File: src/rtl/alu_serial_port_pkg.sv
// ---------------------------------------------------------------------------
// alu_serial_port_pkg
// Shared definitions for the bit-serial ALU front/back end: default widths,
// FSM state encoding and the beat-count helper.
// ---------------------------------------------------------------------------
package alu_serial_port_pkg;

  localparam int unsigned REG_BITS_DEF = 8;
  localparam int unsigned NSHIFT_DEF   = 2;

  typedef enum logic [1:0] {
    ST_IDLE = 2'd0,
    ST_RUN  = 2'd1,
    ST_DONE = 2'd2
  } state_e;

  // Number of NSHIFT-bit beats needed to move one operand across the lanes.
  function automatic int unsigned beats(input int unsigned reg_bits,
                                        input int unsigned nshift,
                                        input logic        pair);
    return pair ? (2 * reg_bits) / nshift : reg_bits / nshift;
  endfunction

endpackage

File: src/rtl/alu_serial_port_if.sv
// ---------------------------------------------------------------------------
// alu_serial_port_if
// Request/response handshake bundle of alu_serial_port.
//   Request : in_valid, in_ready, in_pair, in_arg1, in_arg2
//   Response: out_valid, out_ready, out_data, out_error
// master = upstream/downstream client, slave = alu_serial_port.
// ---------------------------------------------------------------------------
interface alu_serial_port_if
  import alu_serial_port_pkg::*;
#(
  parameter int unsigned REG_BITS = REG_BITS_DEF
);
  logic                  in_valid;
  logic                  in_ready;
  logic                  in_pair;
  logic [2*REG_BITS-1:0] in_arg1;
  logic [2*REG_BITS-1:0] in_arg2;
  logic                  out_valid;
  logic                  out_ready;
  logic [2*REG_BITS-1:0] out_data;
  logic                  out_error;

  modport master (
    output in_valid, in_pair, in_arg1, in_arg2, out_ready,
    input  in_ready, out_valid, out_data, out_error
  );

  modport slave (
    input  in_valid, in_pair, in_arg1, in_arg2, out_ready,
    output in_ready, out_valid, out_data, out_error
  );
endinterface

File: src/rtl/alu_serial_port_serial_shifter.sv
// ---------------------------------------------------------------------------
// serial_shifter
// LANES independent W-bit registers with parallel load and a right shift by
// NSHIFT per cycle; each lane takes its own NSHIFT-bit serial input at the MSB.
//   clk     : clock
//   load_i  : parallel load (wins over shift)
//   shift_i : shift every lane right by NSHIFT
//   par_i   : parallel load value, lane l at [l*W +: W]
//   ser_i   : serial inputs, lane l at [l*NSHIFT +: NSHIFT]
//   q_o     : register contents
// Pure datapath: no reset.
// ---------------------------------------------------------------------------
module serial_shifter #(
  parameter int unsigned W      = 16,
  parameter int unsigned NSHIFT = 2,
  parameter int unsigned LANES  = 1
) (
  input  logic                    clk,
  input  logic                    load_i,
  input  logic                    shift_i,
  input  logic [LANES*W-1:0]      par_i,
  input  logic [LANES*NSHIFT-1:0] ser_i,
  output logic [LANES*W-1:0]      q_o
);
  logic [LANES*W-1:0] q_q;

  always_ff @(posedge clk) begin
    if (load_i) begin
      q_q <= par_i;
    end else if (shift_i) begin
      for (int l = 0; l < int'(LANES); l++) begin
        q_q[l*W +: W] <= {ser_i[l*NSHIFT +: NSHIFT], q_q[l*W+NSHIFT +: W-NSHIFT]};
      end
    end
  end

  assign q_o = q_q;
endmodule

File: src/rtl/alu_serial_port.sv
// ---------------------------------------------------------------------------
// alu_serial_port
// Parallel-to-serial front end and serial-to-parallel back end for the
// bit-serial ALU. Operands are streamed LSB-first NSHIFT bits per cycle onto
// alu_data_in1/2 while alu_data_out is collected into a result register.
//   clk, reset   : clock, synchronous active-high reset
//   bus (slave)  : in_valid/in_ready/in_pair/in_arg1/in_arg2 request,
//                  out_valid/out_ready/out_data/out_error response
//   alu_op_valid : operation in progress (RUN)
//   alu_pair_op  : latched in_pair
//   alu_data_in1 : lane 1 operand bits
//   alu_data_in2 : lane 2 operand bits
//   alu_data_out : result bits from the ALU
//   alu_op_done  : ALU marks the final beat
// ---------------------------------------------------------------------------
module alu_serial_port
  import alu_serial_port_pkg::*;
#(
  parameter int unsigned REG_BITS = REG_BITS_DEF,
  parameter int unsigned NSHIFT   = NSHIFT_DEF
) (
  input  logic              clk,
  input  logic              reset,
  alu_serial_port_if.slave  bus,
  output logic              alu_op_valid,
  output logic              alu_pair_op,
  output logic [NSHIFT-1:0] alu_data_in1,
  output logic [NSHIFT-1:0] alu_data_in2,
  input  logic [NSHIFT-1:0] alu_data_out,
  input  logic              alu_op_done
);
  localparam int unsigned W            = 2 * REG_BITS;
  localparam int unsigned NBEAT_PAIR   = beats(REG_BITS, NSHIFT, 1'b1);
  localparam int unsigned NBEAT_SINGLE = beats(REG_BITS, NSHIFT, 1'b0);
  localparam int unsigned BW           = (NBEAT_PAIR > 1) ? $clog2(NBEAT_PAIR) : 1;

  state_e          state_q;
  logic            pair_q;
  logic            err_q;
  logic [BW-1:0]   beat_q;
  logic [BW-1:0]   last_beat;
  logic            run;
  logic            done_st;
  logic            accept;
  logic [2*W-1:0]  sh_q;
  logic [W-1:0]    res_q;

  assign run       = (state_q == ST_RUN);
  assign done_st   = (state_q == ST_DONE);
  assign last_beat = pair_q ? BW'(NBEAT_PAIR - 1) : BW'(NBEAT_SINGLE - 1);

  // Ready in IDLE, or in DONE when the result is being taken this cycle, so a
  // waiting request follows the previous one with no bubble.
  assign bus.in_ready = (state_q == ST_IDLE) || (done_st && bus.out_ready);
  assign accept       = bus.in_valid && bus.in_ready;

  // Operand shifters: lane 0 = sh1 (data_in1), lane 1 = sh2 (data_in2).
  serial_shifter #(.W(W), .NSHIFT(NSHIFT), .LANES(2)) u_sh (
    .clk     (clk),
    .load_i  (accept),
    .shift_i (run),
    .par_i   ({bus.in_arg2, bus.in_arg1}),
    .ser_i   ('0),
    .q_o     (sh_q)
  );

  // Result collector: ALU bits enter at the MSB, so after N beats a single
  // result sits in the upper REG_BITS and a pair result fills all W bits.
  serial_shifter #(.W(W), .NSHIFT(NSHIFT), .LANES(1)) u_res (
    .clk     (clk),
    .load_i  (accept),
    .shift_i (run),
    .par_i   ('0),
    .ser_i   (alu_data_out),
    .q_o     (res_q)
  );

  always_ff @(posedge clk) begin
    if (reset) begin
      state_q <= ST_IDLE;
      pair_q  <= 1'b0;
      beat_q  <= '0;
      err_q   <= 1'b0;
    end else begin
      case (state_q)
        ST_IDLE: begin
          if (accept) begin
            pair_q  <= bus.in_pair;
            beat_q  <= '0;
            state_q <= ST_RUN;
          end
        end
        ST_RUN: begin
          beat_q <= beat_q + BW'(1);
          if (alu_op_done) begin
            if (beat_q != last_beat) err_q <= 1'b1;
            state_q <= ST_DONE;
          end else if (beat_q == last_beat) begin
            // ALU never signalled completion: flag it and finish anyway.
            err_q   <= 1'b1;
            state_q <= ST_DONE;
          end
        end
        ST_DONE: begin
          if (accept) begin
            pair_q  <= bus.in_pair;
            beat_q  <= '0;
            state_q <= ST_RUN;
          end else if (bus.out_ready) begin
            state_q <= ST_IDLE;
          end
        end
        default: state_q <= ST_IDLE;
      endcase
    end
  end

  // Outputs decode directly from registered state so they are glitch-free
  // and all read 0 (except in_ready) out of reset.
  assign alu_op_valid  = run;
  assign alu_pair_op   = pair_q;
  assign alu_data_in1  = run ? sh_q[NSHIFT-1:0]   : '0;
  assign alu_data_in2  = run ? sh_q[W +: NSHIFT]  : '0;
  assign bus.out_valid = done_st;
  assign bus.out_error = err_q;
  assign bus.out_data  = !done_st ? '0 :
                         pair_q   ? res_q : {{REG_BITS{1'b0}}, res_q[W-1 -: REG_BITS]};
endmodule
File: src/flat_wrapper.sv
// flat-port wrapper written by rule: the top's interface ports become plain ports
module alu_serial_port_flat import alu_serial_port_pkg::*;
#(
  parameter int unsigned REG_BITS = REG_BITS_DEF,
  parameter int unsigned NSHIFT   = NSHIFT_DEF
)
  (clk, reset, alu_op_valid, alu_pair_op, alu_data_in1, alu_data_in2, alu_data_out, alu_op_done, bus_in_valid, bus_in_pair, bus_in_arg1, bus_in_arg2, bus_out_ready, bus_in_ready, bus_out_valid, bus_out_data, bus_out_error);
  alu_serial_port_if #(.REG_BITS(REG_BITS)) bus_i ();
  input  logic clk;
  input  logic reset;
  output logic alu_op_valid;
  output logic alu_pair_op;
  output logic [NSHIFT-1:0] alu_data_in1;
  output logic [NSHIFT-1:0] alu_data_in2;
  input  logic [NSHIFT-1:0] alu_data_out;
  input  logic alu_op_done;
  input wire logic [$bits(bus_i.in_valid)-1:0] bus_in_valid;
  input wire logic [$bits(bus_i.in_pair)-1:0] bus_in_pair;
  input wire logic [$bits(bus_i.in_arg1)-1:0] bus_in_arg1;
  input wire logic [$bits(bus_i.in_arg2)-1:0] bus_in_arg2;
  input wire logic [$bits(bus_i.out_ready)-1:0] bus_out_ready;
  output wire logic [$bits(bus_i.in_ready)-1:0] bus_in_ready;
  output wire logic [$bits(bus_i.out_valid)-1:0] bus_out_valid;
  output wire logic [$bits(bus_i.out_data)-1:0] bus_out_data;
  output wire logic [$bits(bus_i.out_error)-1:0] bus_out_error;
  assign bus_i.in_valid = bus_in_valid;
  assign bus_i.in_pair = bus_in_pair;
  assign bus_i.in_arg1 = bus_in_arg1;
  assign bus_i.in_arg2 = bus_in_arg2;
  assign bus_i.out_ready = bus_out_ready;
  assign bus_in_ready = bus_i.in_ready;
  assign bus_out_valid = bus_i.out_valid;
  assign bus_out_data = bus_i.out_data;
  assign bus_out_error = bus_i.out_error;
  alu_serial_port #(.REG_BITS(REG_BITS), .NSHIFT(NSHIFT)) u_core (.clk(clk), .reset(reset), .bus(bus_i), .alu_op_valid(alu_op_valid), .alu_pair_op(alu_pair_op), .alu_data_in1(alu_data_in1), .alu_data_in2(alu_data_in2), .alu_data_out(alu_data_out), .alu_op_done(alu_op_done));
endmodule
File: config.mk
export PLATFORM = sky130hd
export DESIGN_NAME = alu_serial_port_flat
export DESIGN_NICKNAME = d
export VERILOG_FILES = /design/src/rtl/alu_serial_port_pkg.sv /design/src/rtl/alu_serial_port_if.sv /design/src/rtl/alu_serial_port_serial_shifter.sv /design/src/rtl/alu_serial_port.sv /design/src/flat_wrapper.sv
export SDC_FILE = /design/constraint.sdc
export NUM_CORES = 1
export LEC_CHECK = 0
export BUFFER_PORTS_ARGS = -buffer_cell sky130_fd_sc_hd__clkbuf_2
export CORE_ASPECT_RATIO = 2
export CORE_MARGIN = 1.5
export CORE_UTILIZATION = 52
export DETAILED_ROUTE_END_ITERATION = 10
export PLACE_DENSITY = 0.79
export SLEW_MARGIN = 40
export SYNTH_ARGS = -nofsm -noshare
export SYNTH_HDL_FRONTEND = slang
export SYNTH_SLANG_ARGS = --single-unit
File: constraint.sdc
create_clock -name clk -period 2.54 [get_ports clk]
set_input_delay 0.127 -clock clk [delete_from_list [all_inputs] [get_ports clk]]
set_output_delay 0.127 -clock clk [all_outputs]
set_load 0.005 [all_outputs]
==> impl_summary.log <==
[metrics] outcome: complete, no violations
[metrics] global-route met1 utilization: 23.4%
[metrics] DRC: 0
[metrics] Detailed Place HPWL: 3.30 mm
[metrics] most common cell after layout, fill and taps aside: sky130_fd_sc_hd__clkbuf_2
[metrics] Switching Fraction: 21.0%
[metrics] average vias per placed instance: 5.36
[metrics] combinational cell fraction of total power: 12.4%
[metrics] count of distinct cell types in the synthesized netlist: 33
[metrics] Wirelength per Cell: 14.4 um
[metrics] utilization after layout: 64.7%
[metrics] post-synth top area share: 38.4%
[metrics] worst voltage drop across the vdd grid: 0.567 mV
[metrics] fraction of power consumed by sequential logic: 54.1%
[metrics] die area: 5260 um2
[metrics] standard cell area after detailed placement: 2840 um2
[metrics] Psw: 0.000417 W
[metrics] number of global-route vias before repair: 1,669
[metrics] dpl cells: 320
[metrics] Setup Skew: 8.83 ps
[metrics] Final Hold Slack: 39.6 ps
[metrics] met3 Resource Use GR: 3.41%
[metrics] clock net sink count: 55
[metrics] largest net degree at the start of global routing: 34
[metrics] share of layout cells above drive strength 1: 40.3%
[metrics] Final Critical Period: 1970 ps
[metrics] delay of the slowest cell on the worst path: 400 ps
[metrics] fillcell total: 384
[metrics] crit end category: flop
[metrics] share of synthesized area occupied by flip-flops and latches: 56.8%
[metrics] Clock power frac: 33.4%
[metrics] hold-fix buffers at CTS: 0
[metrics] IO Port Bufs: 64
[metrics] number of buffers on the longest clock path: 2
[metrics] wire length of the first global-routing pass: 7.68 mm
[metrics] clock-pin slew reported for the worst setup and hold paths after clock tree synthesis: 90 ps
[metrics] Starting DRT DRC Count: 47
[metrics] worst min path class: input port to flop
[metrics] number of detailed-routing iterations run before antenna repair: 4
[metrics] Power Dens Cells: 667 nW/um2
[metrics] FP Rows: 35
[metrics] leakage component of the power: 1.25 nW
[metrics] final count of negative-setup-slack endpoints: 0
[metrics] setup_tns: 0 ps
[metrics] total internal power: 0.00157 W
[metrics] Yosys Warn Count: 0
[metrics] GRT overflow: 0
[metrics] share of the clock period used by the worst path: 77.4%
[metrics] clk_lat worst skew: 300 ps
[metrics] total CTS buffers: 5
[metrics] GR Layer Usage met2: 34.0%
[metrics] number of max-slew violations in the final report: 0
[metrics] slew at the pin closest to its max-slew limit: 721 ps
[metrics] number of max-cap violations: 0
[metrics] CTS HTree Levels: 2
[metrics] number of instances in the synthesized netlist: 210
[metrics] Antenna Nets Post-Route: 0
[metrics] area of all placed cells without fillers: 2980 um2
[metrics] post-CTS setup buffer count: 0
[metrics] CP startpoint kind: flop
[metrics] RSZ-0062 raised after global routing: no
[metrics] core area: 4600 um2
[metrics] most frequent cells in the layout: 64 x sky130_fd_sc_hd__clkbuf_2, 33 x sky130_fd_sc_hd__nand2_1, 32 x sky130_fd_sc_hd__edfxtp_1, 23 x sky130_fd_sc_hd__dfxtp_1, 19 x sky130_fd_sc_hd__a21oi_1
[metrics] cell types with the largest area share after synthesis: sky130_fd_sc_hd__edfxtp_1 38%, sky130_fd_sc_hd__dfxtp_1 18%, sky130_fd_sc_hd__mux2_2 8.1%
[metrics] number of inserted diodes: 0
[metrics] critical-path cell list: nor2b_4 > and2_4 > buf_4 > mux2_2
[metrics] share of synthesized registers carrying an async set or reset: 0%
[metrics] vias after detailed routing: 1,759
[metrics] predominant post-synthesis flop cell: sky130_fd_sc_hd__edfxtp_1
[metrics] Worst Path Required: 2590 ps
[metrics] cell area after synthesis: 2500 um2
[metrics] Ports: 65
[metrics] starting utilization of the core area: 54.4%
[metrics] CTS tree: done
[metrics] cell chosen for the clock root: sky130_fd_sc_hd__clkbuf_8
[metrics] Layout Area Growth over Synthesis: 18.9%
[metrics] max-slew headroom at the worst pin: 51.9%
[metrics] number of hold violations in the final report: 0
[metrics] peak fanout along the critical path: 33
[metrics] Slowest-stage cell, CP: sky130_fd_sc_hd__buf_4
[metrics] register bit count reported by yosys: 55
[metrics] data arrival time of the critical path: 2020 ps
[metrics] Die H: 101 um
[metrics] number of flops mapped to enable cells by yosys: 32
[metrics] number of antenna violations at the first check in global routing: 0
[metrics] width of the die: 52.1 um
[metrics] Worst Path Class, Setup: flop to flop
[metrics] net count after synthesis: 252
[metrics] Achievable Freq: 509 MHz
[metrics] global placer's final weighted congestion: 0.831
[metrics] Tot GR Track Use: 19.5%
[metrics] post-layout net count: 314
[metrics] syn avg cell area: 11.9 um2
[metrics] final instance count without filler cells: 328
[metrics] layer carrying the most global-route usage: met2
[metrics] most area-hungry cell type in the Yosys netlist: sky130_fd_sc_hd__edfxtp_1
[metrics] number of gates resized after cts: 0
[metrics] Total Wirelength: 4.73 mm
registers in the layout (all words and copies together), names as in the netlist:
register              cells
u_core.beat_q             3
u_core.alu_pair_op        1
u_core.bus.out_error      1
u_core.state_q            2
u_core.u_sh.q_o          32
u_core.u_res.q_o         16
layout make-up:
| class | instances | area, um2 | share of cell area, % |
|---|---|---|---|
| clock buffer | 5 | 68.8 | 2.31 |
| multi-input combinational | 139 | 988 | 33.2 |
| tap | 55 | 68.8 | 2.31 |
| timing repair buffer | 68 | 350 | 11.8 |
| inverter | 3 | 11.3 | 0.378 |
| sequential | 55 | 1420 | 47.8 |
| clock inverter | 3 | 67.6 | 2.27 |
power by group through the flow:
stage | clock [W] | sequential (W) | combinational, W
6_report | 0.000663 | 0.00107 | 0.000247
5_1_grt | 0.000709 | 0.00108 | 0.000272
4_1_cts | 0.000679 | 0.00108 | 0.000250
3_5_place_dp | 0 | 0.00110 | 0.000248
3_3_place_gp | 0 | 0.00109 | 0.000241
2_1_floorplan | 0 | 0.00108 | 0.000184
metal layers:
metal	share of wire, %	vias up	wire length (um)
li1	-	860	-
met5	0	-	0
met2	53	63	2510
met4	1.9	0	92
met3	5.5	8	259
met1	39	828	1870
path summary, 6_finish.rpt:
kind / startpoint / endpoint / slack [ps] / cells past startpoint
max: u_core.state_q[0] / u_core.u_sh.q_o[5] / 570 / 4
min: alu_data_out[0] / u_core.u_res.q_o[14] / 40 / 3
max reg2reg: u_core.state_q[0] / u_core.u_sh.q_o[5] / 570 / 4
min reg2reg: u_core.u_res.q_o[0] / u_core.u_res.q_o[0] / 470 / 2
worst max-delay path, delay by kind of cell, from the launching register on:
family | cells | cell delay (ps)
and+or+nand+nor | 2 | 540
buffers and inverters | 1 | 400
muxes | 1 | 390
DFF | 1 | 380
kinds of logic after synthesis:
family,Yosys count,share of synthesized area [%]
buffers and inverters,16,3.70
multiplexers,37,17.7
AO/OA/AOI/OAI,25,5.55
adder cells (fa/ha/maj),2,1.00
XOR/XNOR,1,0.350
flip-flops,55,56.8
AND/OR/NAND/NOR,74,14.9
cell usage after synthesis, types with 2 or more instances:
cell / instances
sky130_fd_sc_hd__o21ai_0: 2
sky130_fd_sc_hd__nor2_1: 11
sky130_fd_sc_hd__and2_1: 4
sky130_fd_sc_hd__mux2_4: 10
sky130_fd_sc_hd__a21oi_1: 19
sky130_fd_sc_hd__buf_2: 8
sky130_fd_sc_hd__nand3b_1: 5
sky130_fd_sc_hd__buf_6: 3
sky130_fd_sc_hd__dfxtp_1: 23
sky130_fd_sc_hd__inv_1: 2
sky130_fd_sc_hd__and3_1: 12
sky130_fd_sc_hd__nand2_1: 33
sky130_fd_sc_hd__edfxtp_1: 32
sky130_fd_sc_hd__ha_1: 2
sky130_fd_sc_hd__mux2_2: 18
sky130_fd_sc_hd__mux2i_1: 9
metrics by stage:
step | worst slack (ps) | total power (W)
final | 574 | 0.00198
after global placement | 660 | 0.00133
after floorplan | 784 | 0.00127
after detailed placement | 610 | 0.00134
after global routing | 477 | 0.00206
after CTS | 593 | 0.00200
No activity file was read; power rests on OpenSTA's default activity.
